`config.mk`:
```
export PLATFORM = sky130hd
export DESIGN_NAME = stage_sequencer
export DESIGN_NICKNAME = d
export VERILOG_FILES = /design/src/rtl/subsurf_pkg.sv /design/src/rtl/ram_port_mux.sv /design/src/rtl/stage_sequencer.sv
export SDC_FILE = /design/constraint.sdc
export NUM_CORES = 1
export LEC_CHECK = 0
export BUFFER_PORTS_ARGS = -buffer_cell sky130_fd_sc_hd__buf_2
export CAP_MARGIN = 20
export CORE_AREA = 2 2 235 237
export DETAILED_ROUTE_END_ITERATION = 16
export DIE_AREA = 0 0 237 239
export GPL_TIMING_DRIVEN = 0
export REMOVE_ABC_BUFFERS = 1
export SKIP_LAST_GASP = 1
export SLEW_MARGIN = 20
export SYNTH_ARGS = -nofsm -noshare
export SYNTH_HDL_FRONTEND = slang
export SYNTH_SLANG_ARGS = --single-unit
export TNS_END_PERCENT = 100
```
`constraint.sdc`:
```
create_clock -name clk -period 7 [get_ports clk]
set_input_delay 1.05 -clock clk [delete_from_list [all_inputs] [get_ports clk]]
set_output_delay 1.05 -clock clk [all_outputs]
set_load 0.02 [all_outputs]
```
`src/rtl/subsurf_pkg.sv`:
```
// Shared types and default widths for the subdivision pipeline controller.
package subsurf_pkg;

  typedef enum logic [1:0] {
    StIdle,
    StPulse,
    StAck,
    StRun
  } seq_state_t;

  localparam int unsigned DefAddrWidth = 11;
  localparam int unsigned DefDataWidth = 32;
  localparam int unsigned DefWeWidth   = 4;

endpackage

```
`src/rtl/ram_port_mux.sv`:
```
// Routes one stage's RAM port bundle onto the shared ports; drives zero when no stage is selected.
module ram_port_mux #(
  parameter int unsigned NUM_STAGES = 3,
  parameter int unsigned NUM_PORTS  = 3,
  parameter int unsigned ADDR_WIDTH = 11,
  parameter int unsigned DATA_WIDTH = 32,
  parameter int unsigned WE_WIDTH   = 4,
  parameter int unsigned SEL_W      = 2
) (
  input  logic                                          sel_valid_i,
  input  logic [SEL_W-1:0]                              sel_i,
  input  logic [NUM_STAGES*NUM_PORTS-1:0]               s_en_i,
  input  logic [NUM_STAGES*NUM_PORTS*ADDR_WIDTH-1:0]    s_a_i,
  input  logic [NUM_STAGES*NUM_PORTS*WE_WIDTH-1:0]      s_we_i,
  input  logic [NUM_STAGES*NUM_PORTS*DATA_WIDTH-1:0]    s_di_i,
  output logic [NUM_PORTS-1:0]                          en_o,
  output logic [NUM_PORTS*ADDR_WIDTH-1:0]               a_o,
  output logic [NUM_PORTS*WE_WIDTH-1:0]                 we_o,
  output logic [NUM_PORTS*DATA_WIDTH-1:0]               di_o
);

  // Select the active stage's bundle per port; at most one stage matches sel_i.
  always_comb begin
    en_o = '0;
    a_o  = '0;
    we_o = '0;
    di_o = '0;
    for (int s = 0; s < int'(NUM_STAGES); s++) begin
      if (sel_valid_i && (sel_i == SEL_W'(s))) begin
        for (int p = 0; p < int'(NUM_PORTS); p++) begin
          en_o[p]                          = s_en_i[s*NUM_PORTS+p];
          a_o[p*ADDR_WIDTH +: ADDR_WIDTH]  = s_a_i[(s*NUM_PORTS+p)*ADDR_WIDTH +: ADDR_WIDTH];
          we_o[p*WE_WIDTH +: WE_WIDTH]     = s_we_i[(s*NUM_PORTS+p)*WE_WIDTH +: WE_WIDTH];
          di_o[p*DATA_WIDTH +: DATA_WIDTH] = s_di_i[(s*NUM_PORTS+p)*DATA_WIDTH +: DATA_WIDTH];
        end
      end
    end
  end

endmodule

```
`src/rtl/stage_sequencer.sv`:
```
// Launches the pipeline stages in order for a number of levels, muxes the active stage onto the
// shared RAM ports and reports done / ack-timeout error.
module stage_sequencer
  import subsurf_pkg::*;
#(
  parameter int unsigned NUM_STAGES   = 3,
  parameter int unsigned NUM_PORTS    = 3,
  parameter int unsigned ADDR_WIDTH   = DefAddrWidth,
  parameter int unsigned DATA_WIDTH   = DefDataWidth,
  parameter int unsigned WE_WIDTH     = DefWeWidth,
  parameter int unsigned LVL_W        = 4,
  parameter int unsigned START_CYCLES = 2,
  parameter int unsigned ACK_TIMEOUT  = 64
) (
  input  logic                                                   clk,
  input  logic                                                   rst_n,
  input  logic                                                   start_i,
  input  logic [LVL_W-1:0]                                       levels_i,
  input  logic                                                   abort_i,
  input  logic [NUM_STAGES-1:0]                                  stage_busy_i,
  output logic [NUM_STAGES-1:0]                                  stage_start_o,
  input  logic [NUM_STAGES*NUM_PORTS-1:0]                        s_en_i,
  input  logic [NUM_STAGES*NUM_PORTS*ADDR_WIDTH-1:0]             s_a_i,
  input  logic [NUM_STAGES*NUM_PORTS*WE_WIDTH-1:0]               s_we_i,
  input  logic [NUM_STAGES*NUM_PORTS*DATA_WIDTH-1:0]             s_di_i,
  output logic [NUM_PORTS-1:0]                                   en_o,
  output logic [NUM_PORTS*ADDR_WIDTH-1:0]                        a_o,
  output logic [NUM_PORTS*WE_WIDTH-1:0]                          we_o,
  output logic [NUM_PORTS*DATA_WIDTH-1:0]                        di_o,
  output logic                                                   busy_o,
  output logic                                                   done_o,
  output logic                                                   error_o,
  output logic [((NUM_STAGES > 1) ? $clog2(NUM_STAGES) : 1)-1:0] cur_stage_o,
  output logic [LVL_W-1:0]                                       cur_level_o
);

  localparam int unsigned StageW = (NUM_STAGES > 1) ? $clog2(NUM_STAGES) : 1;
  localparam int unsigned CntMax = (START_CYCLES > ACK_TIMEOUT) ? START_CYCLES : ACK_TIMEOUT;
  localparam int unsigned CntW   = $clog2(CntMax + 1);
  localparam logic [CntW-1:0]   PulseLast = CntW'(START_CYCLES - 1);
  localparam logic [CntW-1:0]   AckLast   = CntW'(ACK_TIMEOUT - 1);
  localparam logic [StageW-1:0] LastStage = StageW'(NUM_STAGES - 1);

  seq_state_t            state_q, state_d;
  logic [StageW-1:0]     stage_q, stage_d;
  logic [LVL_W-1:0]      level_q, level_d;
  logic [LVL_W-1:0]      levels_q, levels_d;
  logic [CntW-1:0]       cnt_q, cnt_d;
  logic                  busy_seen_q, busy_seen_d;
  logic                  busy_q, busy_d;
  logic                  done_q, done_d;
  logic                  error_q, error_d;
  logic [NUM_STAGES-1:0] stage_start_q, stage_start_d;

  logic cur_busy, accept, empty_start, last_stage, last_level;

  assign cur_busy    = stage_busy_i[stage_q];
  assign accept      = start_i & ~abort_i & (levels_i != '0);
  assign empty_start = start_i & ~abort_i & (levels_i == '0);
  assign last_stage  = (stage_q == LastStage);
  // levels_q is never zero while a run is active, so the subtraction cannot wrap.
  assign last_level  = !(level_q < (levels_q - LVL_W'(1)));

  // State register.
  always_ff @(posedge clk or negedge rst_n) begin
    if (!rst_n) state_q <= StIdle;
    else        state_q <= state_d;
  end

  // Next-state logic; abort takes priority over completion and timeout.
  always_comb begin
    state_d = state_q;
    unique case (state_q)
      StIdle:  if (accept) state_d = StPulse;
      StPulse: begin
        if (abort_i)                 state_d = StIdle;
        else if (cnt_q == PulseLast) state_d = (busy_seen_q | cur_busy) ? StRun : StAck;
      end
      StAck: begin
        if (abort_i)               state_d = StIdle;
        else if (cur_busy)         state_d = StRun;
        else if (cnt_q == AckLast) state_d = StIdle;
      end
      StRun: begin
        if (abort_i)        state_d = StIdle;
        else if (!cur_busy) state_d = (last_stage && last_level) ? StIdle : StPulse;
      end
      default: state_d = StIdle;
    endcase
  end

  // Next values of counters, indices and registered outputs.
  always_comb begin
    stage_d       = stage_q;
    level_d       = level_q;
    levels_d      = levels_q;
    cnt_d         = cnt_q;
    busy_seen_d   = busy_seen_q;
    busy_d        = busy_q;
    done_d        = 1'b0;
    error_d       = error_q;
    stage_start_d = stage_start_q;
    unique case (state_q)
      StIdle: begin
        if (empty_start) begin
          done_d  = 1'b1;
          error_d = 1'b0;
        end else if (accept) begin
          levels_d      = levels_i;
          stage_d       = '0;
          level_d       = '0;
          busy_d        = 1'b1;
          error_d       = 1'b0;
          cnt_d         = '0;
          busy_seen_d   = 1'b0;
          stage_start_d = NUM_STAGES'(1);
        end
      end
      StPulse: begin
        if (abort_i) begin
          busy_d        = 1'b0;
          stage_start_d = '0;
        end else begin
          busy_seen_d = busy_seen_q | cur_busy;
          cnt_d       = cnt_q + CntW'(1);
          if (cnt_q == PulseLast) begin
            stage_start_d = '0;
            cnt_d         = '0;
          end
        end
      end
      StAck: begin
        if (abort_i) begin
          busy_d = 1'b0;
        end else if (!cur_busy) begin
          if (cnt_q == AckLast) begin
            busy_d  = 1'b0;
            error_d = 1'b1;
          end else begin
            cnt_d = cnt_q + CntW'(1);
          end
        end
      end
      StRun: begin
        if (abort_i) begin
          busy_d = 1'b0;
        end else if (!cur_busy) begin
          if (last_stage && last_level) begin
            busy_d = 1'b0;
            done_d = 1'b1;
          end else begin
            if (!last_stage) begin
              stage_d = stage_q + StageW'(1);
            end else begin
              stage_d = '0;
              level_d = level_q + LVL_W'(1);
            end
            cnt_d                  = '0;
            busy_seen_d            = 1'b0;
            stage_start_d          = '0;
            stage_start_d[stage_d] = 1'b1;
          end
        end
      end
      default: ;
    endcase
  end

  // Datapath and output registers.
  always_ff @(posedge clk or negedge rst_n) begin
    if (!rst_n) begin
      stage_q       <= '0;
      level_q       <= '0;
      levels_q      <= '0;
      cnt_q         <= '0;
      busy_seen_q   <= 1'b0;
      busy_q        <= 1'b0;
      done_q        <= 1'b0;
      error_q       <= 1'b0;
      stage_start_q <= '0;
    end else begin
      stage_q       <= stage_d;
      level_q       <= level_d;
      levels_q      <= levels_d;
      cnt_q         <= cnt_d;
      busy_seen_q   <= busy_seen_d;
      busy_q        <= busy_d;
      done_q        <= done_d;
      error_q       <= error_d;
      stage_start_q <= stage_start_d;
    end
  end

  assign busy_o        = busy_q;
  assign done_o        = done_q;
  assign error_o       = error_q;
  assign stage_start_o = stage_start_q;
  assign cur_stage_o   = stage_q;
  assign cur_level_o   = level_q;

  ram_port_mux #(
    .NUM_STAGES (NUM_STAGES),
    .NUM_PORTS  (NUM_PORTS),
    .ADDR_WIDTH (ADDR_WIDTH),
    .DATA_WIDTH (DATA_WIDTH),
    .WE_WIDTH   (WE_WIDTH),
    .SEL_W      (StageW)
  ) u_mux (
    .sel_valid_i (state_q != StIdle),
    .sel_i       (stage_q),
    .s_en_i      (s_en_i),
    .s_a_i       (s_a_i),
    .s_we_i      (s_we_i),
    .s_di_i      (s_di_i),
    .en_o        (en_o),
    .a_o         (a_o),
    .we_o        (we_o),
    .di_o        (di_o)
  );

endmodule

```
==> metrics.txt <==
via count of the first global-routing pass just over 7000; Mapped Avg Cell Area 6.39 sq um; slowest cell on the critical path sky130_fd_sc_hd__dfrtp_4; drc violations 0; number of gates resized after CTS 0; startpoint types register; number of clock sinks 26; Num CTS Buffers 3; global router's overall resource usage 9.49%; instance count of the mapped netlist 821; post-place instance area between 0.009 and 0.01 sq mm; synthesis-stage register bit count 26; clock latency on the worst-skew pair roughly 0.26 ns; WHS Path Cells 1; Final Routed Wirelength between 20 and 30 mm; required time at the worst-slack endpoint 5.95 ns; worst-path maximum fanout 44; average wire per standard cell between 10 and 15 um; I/O pins 599; floorplan core area about 0.054 sq mm; hold bufs inserted after CTS 0; Post-synth EDFFs 0; flip-flop cell with the highest count after synthesis sky130_fd_sc_hd__dfrtp_1; routability congestion estimate from global placement 0.848; fraction of synthesis flops using an asynchronous set or reset pin 100%; number of buffers and inverters on the critical path 6; count of endpoints failing hold in the final timing report 0; Worst path most repeated cell sky130_fd_sc_hd__buf_12; number of distinct library cells after synthesis 53; Tmin final 4.50 ns; buffer depth of the longest clock path 2; Arr. time, crit path 3.45 ns; number of antenna violations at the first check in global routing 17; wire length of the first global-routing pass 41.8 mm; delay of the slowest cell on the worst path 0.70 ns; cell area after synthesis around 0.0052 sq mm; power after layout 3.30 mW; most instantiated cells after synthesis 295 x sky130_fd_sc_hd__nor2_1, 151 x sky130_fd_sc_hd__a21oi_1, 146 x sky130_fd_sc_hd__mux2i_1, 49 x sky130_fd_sc_hd__clkbuf_1, 26 x sky130_fd_sc_hd__dfrtp_1; Die Wd 237 um; mean number of vias per cell approximately 3.8; cell area after layout 0.00926 sq mm; Worst Setup End Kind primary output; pin count of the biggest net entering global routing 68; cell accounting for the most synthesized area sky130_fd_sc_hd__mux2i_1; Max-Cap Viols 0; number of DRC violations after detailed-routing iteration 0 355; reg-to-reg critical path startpoint levels_q[0]$_DFFE_PN0P_; transition time of the tightest slew-check pin roughly 0.7 ns; cell area power density around 360 mW/mm^2; Area contributors post-synth sky130_fd_sc_hd__mux2i_1 28%, sky130_fd_sc_hd__nor2_1 21%, sky130_fd_sc_hd__a21oi_1 14%; run status completed; CTS H-tree depth 1; clock-pin transition on the worst setup and hold timing paths 0.07 ns; worst min-delay path startpoint stage_start_o[0]$_DFFE_PN0P_; count of cells along the worst register-to-register path 9; worst hold-check path type register to register; # port buffers 598; Setup Fix Bufs, Post-CTS 0; setup slack of the most critical reg-to-reg path 4.00 ns; relative max-transition margin 52.2%; portion of the post-synthesis area used by sequential elements between 10 and 15%; Max VDD drop 0.171 mV; NumNets Final between 1500 and 2000; layout overhead on the synthesized area 76.6%; final clock period utilization by the worst path 64.3%; fmax 222 MHz; static leakage power 4.50 nW; portion of synthesized cell area occupied by the leading cell type between 20 and 30%; floorplan row count 86; clock tree from TritonCTS yes; final number of max-transition violations 0; fraction of final layout cells sized beyond drive strength 1 46.3%; ordered list of cells on the worst path buf_16 -> buf_16 -> nor2b_4 -> buf_12 -> buf_12 -> buf_12 -> a21oi_1 -> nor2_1 -> buf_2; via total after detailed routing 7963; Antenna Nets Post-Route 0; Die Area between 0.05 and 0.06 sq mm; Yosys warning total 0; library cell used as clock root buffer sky130_fd_sc_hd__clkbuf_16; setup clock skew after layout 0.00388 ns; classification of the worst setup path register to primary output; r2r endpoint cnt_q[5]$_DFFE_PN0P_; die height between 200 and 250 um; most numerous cell in the Yosys netlist sky130_fd_sc_hd__nor2_1; initial cell density of the core 9.65%; hold endpoint stage_start_o[0]$_DFFE_PN0P_; total congestion overflow 0; setup repair after global routing missed its margin no; TritonRoute pass-1 iters 4; Worst path top cell family by delay buffers and inverters; Setup Viol. Count Final 0; post-DP HPWL 25.5 mm
-- logic make-up (layout without fill, tap and decap cells) --
family | after synthesis | in the layout | synth area share [%]
muxes | 153 | 153 | 29.7
other | 0 | 7 | 0
AOI/OAI and AO/OA | 205 | 205 | 22.8
DFF | 26 | 26 | 12.4
and+or+nand+nor | 340 | 340 | 25.7
buffers and inverters | 83 | 625 | 6.20
adders and majority gates | 12 | 12 | 2.86
xor gates and xnor gates | 2 | 2 | 0.334
-- state kept, by name, indices dropped and copies added (netlist names) --
name	count
busy_o	1
busy_seen_q	1
cnt_q	7
cur_level_o	4
cur_stage_o	2
done_o	1
error_o	1
levels_q	4
stage_start_o	3
state_q	2
-- layer usage --
metal / GRT usage (%) / routed length, um / vias up
met4: 3.53 / 810 / 8
met1: 10.1 / 11300 / 3557
li1: - / - / 3916
met5: 0 / 41 / -
met2: 16.6 / 14000 / 442
met3: 4.19 / 3580 / 40
-- worst reg2reg max path, delay by kind of cell (launching register included) --
| kind | cells | cell delay, ns |
|---|---|---|
| and+or+nand+nor | 1 | 0.69 |
| buffers and inverters | 1 | 0.06 |
| adders and majority gates | 2 | 0.47 |
| AOI/OAI and AO/OA | 4 | 1.12 |
| xor gates and xnor gates | 1 | 0.12 |
| DFF | 1 | 0.41 |
-- how the worst max path moves through the flow --
stage / startpoint / endpoint / slack, ns / cells after the start
final: cur_stage_o[1]$_DFFE_PN0P_ / en_o[0] / 2.50 / 9
after global routing: cur_stage_o[1]$_DFFE_PN0P_ / en_o[0] / 2.38 / 9
after floorplan: cur_stage_o[1]$_DFFE_PN0P_ / a_o[0] / -6.20 / 3
after detailed placement: cur_stage_o[1]$_DFFE_PN0P_ / en_o[0] / 2.82 / 9
after global placement: cur_stage_o[1]$_DFFE_PN0P_ / a_o[9] / -17.46 / 4
after CTS: cur_stage_o[1]$_DFFE_PN0P_ / en_o[0] / 2.52 / 9
-- per-stage QoR --
step	setup slack (ns)	utilization [%]	setup TNS, ns	cells	hold slack, ns
global route	2.38	17.0	0	2070	0.516
detailed placement	2.82	16.8	0	2063	0.492
floorplan	-6.20	-	-903.89	750	0.471
finish	2.50	17.0	0	2074	0.496
CTS	2.52	17.0	0	2067	0.509
global placement	-17.46	16.3	-2388.47	2052	0.492
-- cells in the final DEF, fill, tap and decap left out, drive strengths merged, types with 8 or more instances in the layout --
cell type  instances
a22o               8
nand2             17
mux2i            147
buf              609
nor2             295
inv               12
a21oi            152
dfrtp             26
ha                12
o21ai             17
-- cell type report --
cell class	count	area [sq um]
diodes	7	17.5
clock buffers	3	75.1
clock inverters	1	30.0
fillers	6311	45100
inverters	12	45.0
multi-input cells	712	4290
flip-flops and latches	26	658
well taps	704	881
repair buffers	609	3270
-- power breakdown --
part / leakage (nW) / total, mW / internal (mW) / switching (mW)
clock: 0.0511 / 0.170 / 0.114 / 0.0557
sequential: 0.343 / 0.257 / 0.189 / 0.0679
combinational: 4.10 / 2.87 / 1.03 / 1.84
total: 4.50 / 3.30 / 1.33 / 1.97
Note: power is estimated with default switching activity, not from simulation.
